File: src/rtl/countup_timer.sv
// countup_timer: elapsed-time stopwatch. A prescaler divides i_clk into
// one-second ticks that advance cascaded sec/min/hour fields toward a
// programmable target. A small run-control FSM handles start/stop/clear and
// raises single-cycle tick/done/wrap pulses for the display and alarm paths.
module countup_timer #(
  parameter int TICK_DIV = 50000000,
  parameter int SEC_MAX  = 59,
  parameter int MIN_MAX  = 59,
  parameter int HOUR_MAX = 99
) (
  input  logic       i_clk,
  input  logic       reset,
  input  logic       i_start,
  input  logic       i_stop,
  input  logic       i_clear,
  input  logic [6:0] i_limit_hour,
  input  logic [6:0] i_limit_min,
  input  logic [6:0] i_limit_sec,
  output logic [6:0] o_hour,
  output logic [6:0] o_min,
  output logic [6:0] o_sec,
  output logic       o_running,
  output logic       o_tick,
  output logic       o_done,
  output logic       o_wrap
);

  localparam int            PW         = $clog2(TICK_DIV);
  localparam logic [PW-1:0] PRESC_LAST = PW'(TICK_DIV - 1);
  localparam logic [6:0]    SEC_LAST   = 7'(SEC_MAX);
  localparam logic [6:0]    MIN_LAST   = 7'(MIN_MAX);
  localparam logic [6:0]    HOUR_LAST  = 7'(HOUR_MAX);

  typedef enum logic [1:0] {IDLE, RUN, PAUSE, DONE} state_t;

  state_t        state;
  logic [PW-1:0] presc;

  logic [6:0] sec_nxt;
  logic [6:0] min_nxt;
  logic [6:0] hour_nxt;
  logic       roll;
  logic       limit_ok;
  logic       hit;

  // Value the fields take on the next tick, including the full rollover.
  always_comb begin
    // NOTE: every output of this block gets a default first so no latch is inferred.
    sec_nxt  = o_sec;
    min_nxt  = o_min;
    hour_nxt = o_hour;
    roll     = 1'b0;
    if (o_sec < SEC_LAST) begin
      sec_nxt = o_sec + 7'd1;
    end else begin
      sec_nxt = '0;
      if (o_min < MIN_LAST) begin
        min_nxt = o_min + 7'd1;
      end else begin
        min_nxt = '0;
        if (o_hour < HOUR_LAST) begin
          hour_nxt = o_hour + 7'd1;
        end else begin
          hour_nxt = '0;
          roll     = 1'b1;
        end
      end
    end
  end

  // A target of 0:0:0 or any field beyond its terminal value means free-run.
  assign limit_ok = (i_limit_hour <= HOUR_LAST) && (i_limit_min <= MIN_LAST) &&
                    (i_limit_sec <= SEC_LAST) &&
                    ({i_limit_hour, i_limit_min, i_limit_sec} != 21'd0);

  // Match is judged on the post-increment value, with live limits.
  assign hit = limit_ok && (hour_nxt == i_limit_hour) &&
               (min_nxt == i_limit_min) && (sec_nxt == i_limit_sec);

  // Run-control FSM, prescaler, counters and registered output pulses.
  always_ff @(posedge i_clk) begin
    // NOTE: all sequential state uses non-blocking assignments so every
    // register samples pre-edge values regardless of statement order.
    if (reset) begin
      state     <= IDLE;
      presc     <= '0;
      o_hour    <= '0;
      o_min     <= '0;
      o_sec     <= '0;
      o_running <= 1'b0;
      o_tick    <= 1'b0;
      o_done    <= 1'b0;
      o_wrap    <= 1'b0;
    end else begin
      o_tick <= 1'b0;
      o_done <= 1'b0;
      o_wrap <= 1'b0;
      if (i_clear) begin
        state     <= IDLE;
        presc     <= '0;
        o_hour    <= '0;
        o_min     <= '0;
        o_sec     <= '0;
        o_running <= 1'b0;
      end else begin
        case (state)
          IDLE: begin
            if (!i_stop && i_start) begin
              state     <= RUN;
              presc     <= '0;
              o_running <= 1'b1;
            end
          end
          RUN: begin
            if (i_stop) begin
              // A tick due on this edge is dropped; prescaler holds.
              state     <= PAUSE;
              o_running <= 1'b0;
            end else if (presc == PRESC_LAST) begin
              presc  <= '0;
              o_hour <= hour_nxt;
              o_min  <= min_nxt;
              o_sec  <= sec_nxt;
              o_tick <= 1'b1;
              o_wrap <= roll;
              if (hit) begin
                state     <= DONE;
                o_running <= 1'b0;
                o_done    <= 1'b1;
              end
            end else begin
              presc <= presc + 1'b1;
            end
          end
          PAUSE: begin
            // Resume keeps the paused prescaler phase.
            if (!i_stop && i_start) begin
              state     <= RUN;
              o_running <= 1'b1;
            end
          end
          default: begin
            // DONE is left only through i_clear or reset.
          end
        endcase
      end
    end
  end

endmodule
File: config.mk
export PLATFORM = sky130hd
export DESIGN_NAME = countup_timer
export DESIGN_NICKNAME = d
export VERILOG_FILES = /design/src/rtl/countup_timer.sv
export SDC_FILE = /design/constraint.sdc
export NUM_CORES = 1
export LEC_CHECK = 0
export ABC_AREA = 1
export CAP_MARGIN = 20
export CORE_MARGIN = 8
export CORE_UTILIZATION = 25
export DETAILED_ROUTE_END_ITERATION = 10
export PLACE_DENSITY = 0.43
export SYNTH_ARGS = -nofsm -noshare
export SYNTH_HDL_FRONTEND = slang
export SYNTH_SLANG_ARGS = --single-unit
File: constraint.sdc
create_clock -name i_clk -period 2.7 [get_ports i_clk]
set_input_delay 0.54 -clock i_clk [delete_from_list [all_inputs] [get_ports i_clk]]
set_output_delay 0.54 -clock i_clk [all_outputs]
set_load 0.005 [all_outputs]
==> results of run 1 <==
[path summary, 6_finish.rpt]
path / start / endpoint / slack (ns) / depth (start not counted)
min reg2reg: presc[12] / presc[12] / 0.47 / 2
max reg2reg: presc[0] / presc[22] / 0.40 / 12
min: presc[12] / presc[12] / 0.47 / 2
max: presc[0] / presc[22] / 0.40 / 12
[Yosys cell counts (all sizes together)]
| cell | number |
|---|---|
| a22oi | 2 |
| dfxtp | 53 |
| nor4 | 6 |
| o21ai | 34 |
| xnor2 | 1 |
| or2 | 2 |
| nand4 | 16 |
| o31ai | 1 |
| buf | 4 |
| xor2 | 9 |
| a211oi | 2 |
| nor3b | 2 |
| a21oi | 43 |
| nand2 | 144 |
| clkbuf | 6 |
| nand3 | 55 |
| inv | 79 |
| nor2 | 63 |
| a31o | 1 |
| clkinv | 3 |
| nor3 | 13 |
| o21bai | 2 |
| a311oi | 1 |
| a221oi | 2 |
| ha | 4 |
| nand3b | 6 |
| a31oi | 2 |
[flip-flops by register name (all words and copies together), names as in the netlist]
name	count
o_wrap	1
o_tick	1
state	2
o_running	1
o_done	1
presc	26
o_min	7
o_hour	7
o_sec	7
[cell usage in the layout, fill, tap and decap left out, drive strengths merged, types with 6 or more instances in the layout]
cell type      count
nor2              63
a21oi             43
clkbuf             6
nand4             16
inv               80
xor2               9
clkdlybuf4s50     50
nor3              13
nand3             55
o21ai             34
nand3b             6
nand2            144
dfxtp             53
buf               12
nor4               6
[area by class of cell]
type	instances	share of cell area (%)
Clock buffer	6	2.93
Timing Repair Buffer	62	13.4
Tap cell	180	5.11
Multi-Input combinational cell	411	47.1
Sequential cell	53	24.1
Inverter	82	7.02
Clock inverter	2	0.312
[power groups by stage]
stage	registers (W)	clock network (W)	logic (W)
after global routing	0.000786	0.000736	0.000158
after floorplan	0.000803	0	0.0000633
after detailed placement	0.000804	0	0.000143
after global placement	0.000804	0	0.000142
final	0.000785	0.000675	0.000141
after CTS	0.000785	0.000705	0.000143
[worst max-delay path: stages, from the launching register on]
cell,delay (ns)
dfxtp_1,0.34
ha_1,0.21
nand2_1,0.11
nor2_1,0.05
nand2_1,0.17
inv_1,0.06
nand3_1,0.15
nand2_1,0.16
nor2_1,0.45
inv_1,0.19
a21oi_1,0.14
o21ai_0,0.09
a21oi_1,0.13
[metrics by stage]
stage	total power (W)	cells	cell area, um^2	setup slack, ns
after floorplan	0.000867	556	3510	0.821
after global placement	0.000946	788	4260	0.339
after detailed placement	0.000947	788	4260	0.344
after CTS	0.00163	796	4410	0.426
after global routing	0.00168	796	4410	0.137
final	0.00160	796	4410	0.399
[cell families (layout without fill, tap and decap cells)]
logic type / after synthesis / in the layout / share of synthesized area (%)
xor+xnor: 10 / 10 / 2.50
buf+inv: 92 / 152 / 10.6
compound gates: 90 / 90 / 14.6
simple gates: 307 / 307 / 40.6
fa+ha+maj: 4 / 4 / 1.43
flops: 53 / 53 / 30.3
[routing by layer]
layer | track usage, % | vias up | share of wire [%]
met4 | 4.05 | 0 | 1.5
met3 | 2.62 | 12 | 4.7
met2 | 22.0 | 89 | 48
met1 | 15.9 | 1715 | 46
li1 | - | 1944 | -
met5 | 0 | - | 0
==> summary.txt, run 1 <==
Outcome
  – Status: completed

Clock tree
  – Hold_buf cts: 0
  – CTS tree: done
  – Postcts setup bufs: 0
  – H-tree levels: 2
  – Clock buffer count from CTS: 5
  – Clock-pin transition on the worst setup and hold timing paths: 0.07 ns
  – Resized Gates After CTS: 0
  – Sink Count: 53
  – Clk Latency, worst-skew pair: 0.31 ns
  – Root Buffer: clkbuf_16
  – Longest Clk Path Bufs: 2

Yosys
  – Cells after Synth: 556
  – Register area share after synthesis: a little under a third
  – Yosys cell types: 42
  – Area fraction of the dominant cell type after synthesis: a little under a third
  – Synth Warn #: 0
  – Synth Register Bits: 53
  – Area contributors post-synth: dfxtp_1, nand2_1, inv_1, nand3_1, nor2_1
  – Cell taking the most area after synthesis: dfxtp_1
  – Syn Area/Cell: around 6.3 um^2
  – Syn Nets: ~590
  – Post-Syn Area: between 3000 and 4000 um^2

Critical path
  – Setup crit start kind: register
  – Worst Setup Path Type: register to register
  – CP required: around 3 ns
  – CP arrival: about 2.5 ns
  – Crit end category: register
  – Crit-path max FO: 7

Route
  – ANT nets after route: 0
  – Vias/cell: 4.72
  – Via count: ~3,800
  – TritonRoute pass-1 iters: 4
  – Final WL: between 10,000 and 15,000 um
  – Initial DRC Count: 258
  – Mean routed wirelength per cell: approximately 14 um
  – Drt drc: 0

Die
  – Die X: 134 um
  – Cell Rows: 43
  – Die H: 134 um
  – Die ar.: 18,100 um^2
  – Initial core utilization: between 20% and 30%
  – I/O pin cnt: 51
  – Core area: 13,800 um^2

Final layout
  – Area of the multi-input gates: between 2000 and 2500 um^2
  – Register Area: roughly 1100 um^2
  – Layout Area Growth over Synthesis: 25.7%
  – Diodes inserted: 0
  – Fin nets: 645
  – Layout cells sized above 1: under 10%
  – Final core utilization: 32.0%
  – # fillers: about 1,600

STA
  – Final Critical Period: ~2.3 ns
  – Final slew viol count: 0
  – Final hold violations: 0
  – Final setup viols: 0
  – F_max: roughly 430 MHz
  – Unrepaired setup endpoints after global routing: no
  – Clock skew: 0.00793 ns
  – Fin crit share: around 85%
  – Setup tns final: 0 ns
  – Hold Worst Slack: roughly 0.47 ns
  – Max-slew headroom: between 60 and 70%
  – Slew @ Worst Pin: about 0.52 ns

Global route
  – Largest net degree at the start of global routing: 36
  – Initial antenna violation count: 0
  – Grt total ovfl: 0
  – All-Layer GR Usage: roughly 13%
  – Vias in the first global route: 3,778
  – First-pass GRT wire length: between 15,000 and 20,000 um

Power
  – VDD IR max: roughly 0.22 mV
  – Sw Share: 25.4%
  – Register share of total power: between 40% and 50%
  – Clock power share: between 40% and 50%
  – PD cells: around 360 nW/um^2
  – Leak: 1.88 nW
  – Internal power: approximately 0.0012 W
  – Sw power: 0.000408 W
  – Combinational Power Share: ~9%

Run
  – Max_cap viols: 0

Place
  – IO Port Bufs: 50
  – Post-DP HPWL: around 8600 um
  – RePlAce Congestion: between 0.8 and 0.9

Worst hold path
  – Worst Hold Class: register to register
(Power assumes the default switching activity.)
==> run 2, diff against run 1 <==
--- a/config.mk
+++ b/config.mk
@@ -10,7 +10,9 @@
 export CORE_MARGIN = 8
 export CORE_UTILIZATION = 25
 export DETAILED_ROUTE_END_ITERATION = 10
+export MAX_ROUTING_LAYER = met4
 export PLACE_DENSITY = 0.43
 export SYNTH_ARGS = -nofsm -noshare
 export SYNTH_HDL_FRONTEND = slang
 export SYNTH_SLANG_ARGS = --single-unit
+export TNS_END_PERCENT = 100
==> summary.txt, run 2 (same netlist as run 1, synthesis figures left out) <==
Global route
  – Grt total ovfl: 0 (unchanged)
  – Largest net degree at the start of global routing: 36 (unchanged)
  – All-Layer GR Usage: 13.3% (+0.36 points)
  – Initial antenna violation count: 0 (unchanged)
  – Vias in the first global route: 3,778 (unchanged)
  – First-pass GRT wire length: 19,000 um (+0.11%)

STA
  – Max-slew headroom: 64.5% (-0.41 points)
  – Unrepaired setup endpoints after global routing: no
  – Final setup viols: 0 (unchanged)
  – Final hold violations: 0 (unchanged)
  – F_max: 435 MHz (about the same)
  – Setup tns final: 0 ns (unchanged)
  – Final slew viol count: 0 (unchanged)
  – Final WS setup: 0.401 ns (+0.00170 ns)
  – Final Critical Period: 2.30 ns (-0.00170 ns)
  – Slew @ Worst Pin: 0.531 ns (+0.00610 ns)
  – Clock skew: 0.00817 ns (+0.000235 ns)
  – Fin crit share: 85.2% (about the same)

Critical path
  – Crit-path leading delay family: simple AND/OR/NAND/NOR gates
  – Crit end category: register
  – Setup crit start kind: register
  – Crit path cell chain: ha_1, nand2_1, nor2_1, nand2_1, inv_1, nand3_1, nand2_1, nor2_1, inv_1, a21oi_1, o21ai_0, a21oi_1
  – CP required: 2.94 ns (about the same)
  – Critical path's largest stage delay: 0.45 ns (about the same)
  – Worst path slowest cell: nor2_1
  – RR Startpoint: presc[0]
  – Reg2reg path depth: 12 (unchanged)
  – Critical R2R Capture: presc[22]
  – Worst Setup Path Type: register to register
  – CP arrival: 2.54 ns (about the same)
  – Most used cell, CP: nand2_1
  – R2R setup slack: 0.40 ns (about the same)
  – Crit-path max FO: 7 (unchanged)
  – Buf+Inv Stages, Crit Path: 2 (unchanged)

Route
  – Final WL: 11,100 um (about the same)
  – TritonRoute pass-1 iters: 5 (+1)
  – Vias/cell: 4.75 (+0.61%)
  – Via count: 3,783 (+0.61%)
  – Mean routed wirelength per cell: 13.9 um (about the same)
  – Initial DRC Count: 263 (+1.9%)
  – Drt drc: 0 (unchanged)
  – ANT nets after route: 0 (unchanged)

Place
  – Post-DP HPWL: 8580 um (unchanged)
  – IO Port Bufs: 50 (unchanged)
  – RePlAce Congestion: 0.854 (+1.5%)
  – Dpl ws: 0.344 ns (unchanged)

Power
  – Internal power: 0.00119 W (about the same)
  – Register share of total power: 49.0% (about the same)
  – Clock power share: 42.2% (about the same)
  – Leak: 1.88 nW (unchanged)
  – Sw Share: 25.5% (+0.052 points)
  – Combinational Power Share: 8.8% (about the same)
  – Sw power: 0.000409 W (+0.27%)
  – VDD IR max: 0.217 mV (about the same)
  – PD cells: 364 nW/um^2 (about the same)

Clock tree
  – Postcts setup bufs: 0 (unchanged)
  – Root Buffer: clkbuf_16
  – H-tree levels: 2 (unchanged)
  – CTS tree: done
  – Sink Count: 53 (unchanged)
  – Longest Clk Path Bufs: 2 (unchanged)
  – Clock buffer count from CTS: 5 (unchanged)
  – Clk Latency, worst-skew pair: 0.31 ns (about the same)
  – Resized Gates After CTS: 0 (unchanged)
  – Clock-pin transition on the worst setup and hold timing paths: 0.07 ns (about the same)
  – Hold_buf cts: 0 (unchanged)

Final layout
  – Diodes inserted: 0 (unchanged)
  – Fin nets: 645 (unchanged)
  – Top reg by flops: presc
  – Max reg flops: 26 (unchanged)
  – Commonest non-fill, non-tap cell in the layout: nand2_1
  – Most frequent cells in the layout: nand2_1, inv_1, nor2_1, dfxtp_1, nand3_1
  – Layout Area Growth over Synthesis: 25.7% (unchanged)
  – Layout cells sized above 1: 7.95% (unchanged)
  – Final core utilization: 32.0% (unchanged)

Worst hold path
  – Min-delay src: presc[12]
  – Hold Crit Endpoint: presc[12]
  – Worst hold stages: 2 (unchanged)
  – Worst Hold Class: register to register

Die
  – Cell Rows: 43 (unchanged)
  – Die H: 134 um (unchanged)
  – Die ar.: 18,100 um^2 (unchanged)
  – Core area: 13,800 um^2 (unchanged)
  – Initial core utilization: 25.5% (unchanged)
  – Die X: 134 um (unchanged)
  – I/O pin cnt: 51 (unchanged)

Outcome
  – Status: completed

Run
  – Max_cap viols: 0 (unchanged)
run 2: cell counts in the layout (fill, tap and decap cells not counted):
No cell type changed its count.
run 2: per-layer routing:
metal / track usage, % / part of all wire, % / up-vias
met5: - / 0 / -
met4: 4.05 / 1.7 / 0
met3: 2.06 / 3.8 / 15
met2: 22.0 / 48 / 85
met1: 16.2 / 47 / 1741
li1: - / - / 1942
run 2: tightest hold or removal path: stages (launching register included):
cell	delay, ns
dfxtp_1	0.33
inv_1	0.05
a21oi_1	0.05
run 2: layout make-up:
| class | count | area (um^2) |
|---|---|---|
| inverter | 82 | 309 |
| multi-input combinational | 411 | 2080 |
| clock inverter | 2 | 13.8 |
| clock buffer | 6 | 129 |
| fill | 1595 | 9370 |
| tap | 180 | 225 |
| sequential | 53 | 1060 |
| timing repair buffer | 62 | 591 |
run 2: how the worst max path moves through the flow:
stage                    start         to  slack [ns]  depth (start not counted)
3_5_place_dp            i_stop  presc[15]        0.34                         11
6_report              presc[0]  presc[22]        0.40                         12
2_1_floorplan           i_stop  presc[13]        0.82                         10
5_1_grt               presc[0]  presc[22]        0.14                         12
3_3_place_gp   i_limit_hour[4]  o_running        0.34                         17
4_1_cts               presc[0]  presc[22]        0.43                         12
run 2: through the flow:
stage / hold slack [ns] / area (um^2) / power, W / instances
finish: 0.473 / 4410 / 0.00160 / 796
global route: 0.506 / 4410 / 0.00168 / 796
CTS: 0.477 / 4410 / 0.00163 / 796
detailed placement: 0.465 / 4260 / 0.000947 / 788
global placement: 0.467 / 4260 / 0.000946 / 788
floorplan: 0.434 / 3510 / 0.000867 / 556
run 2: power groups by stage:
stage	Combinational, W	Sequential, W	Clock (W)
global placement	0.000142	0.000804	0
detailed placement	0.000143	0.000804	0
CTS	0.000143	0.000785	0.000705
global route	0.000158	0.000786	0.000736
finish	0.000142	0.000785	0.000676
floorplan	0.0000633	0.000803	0
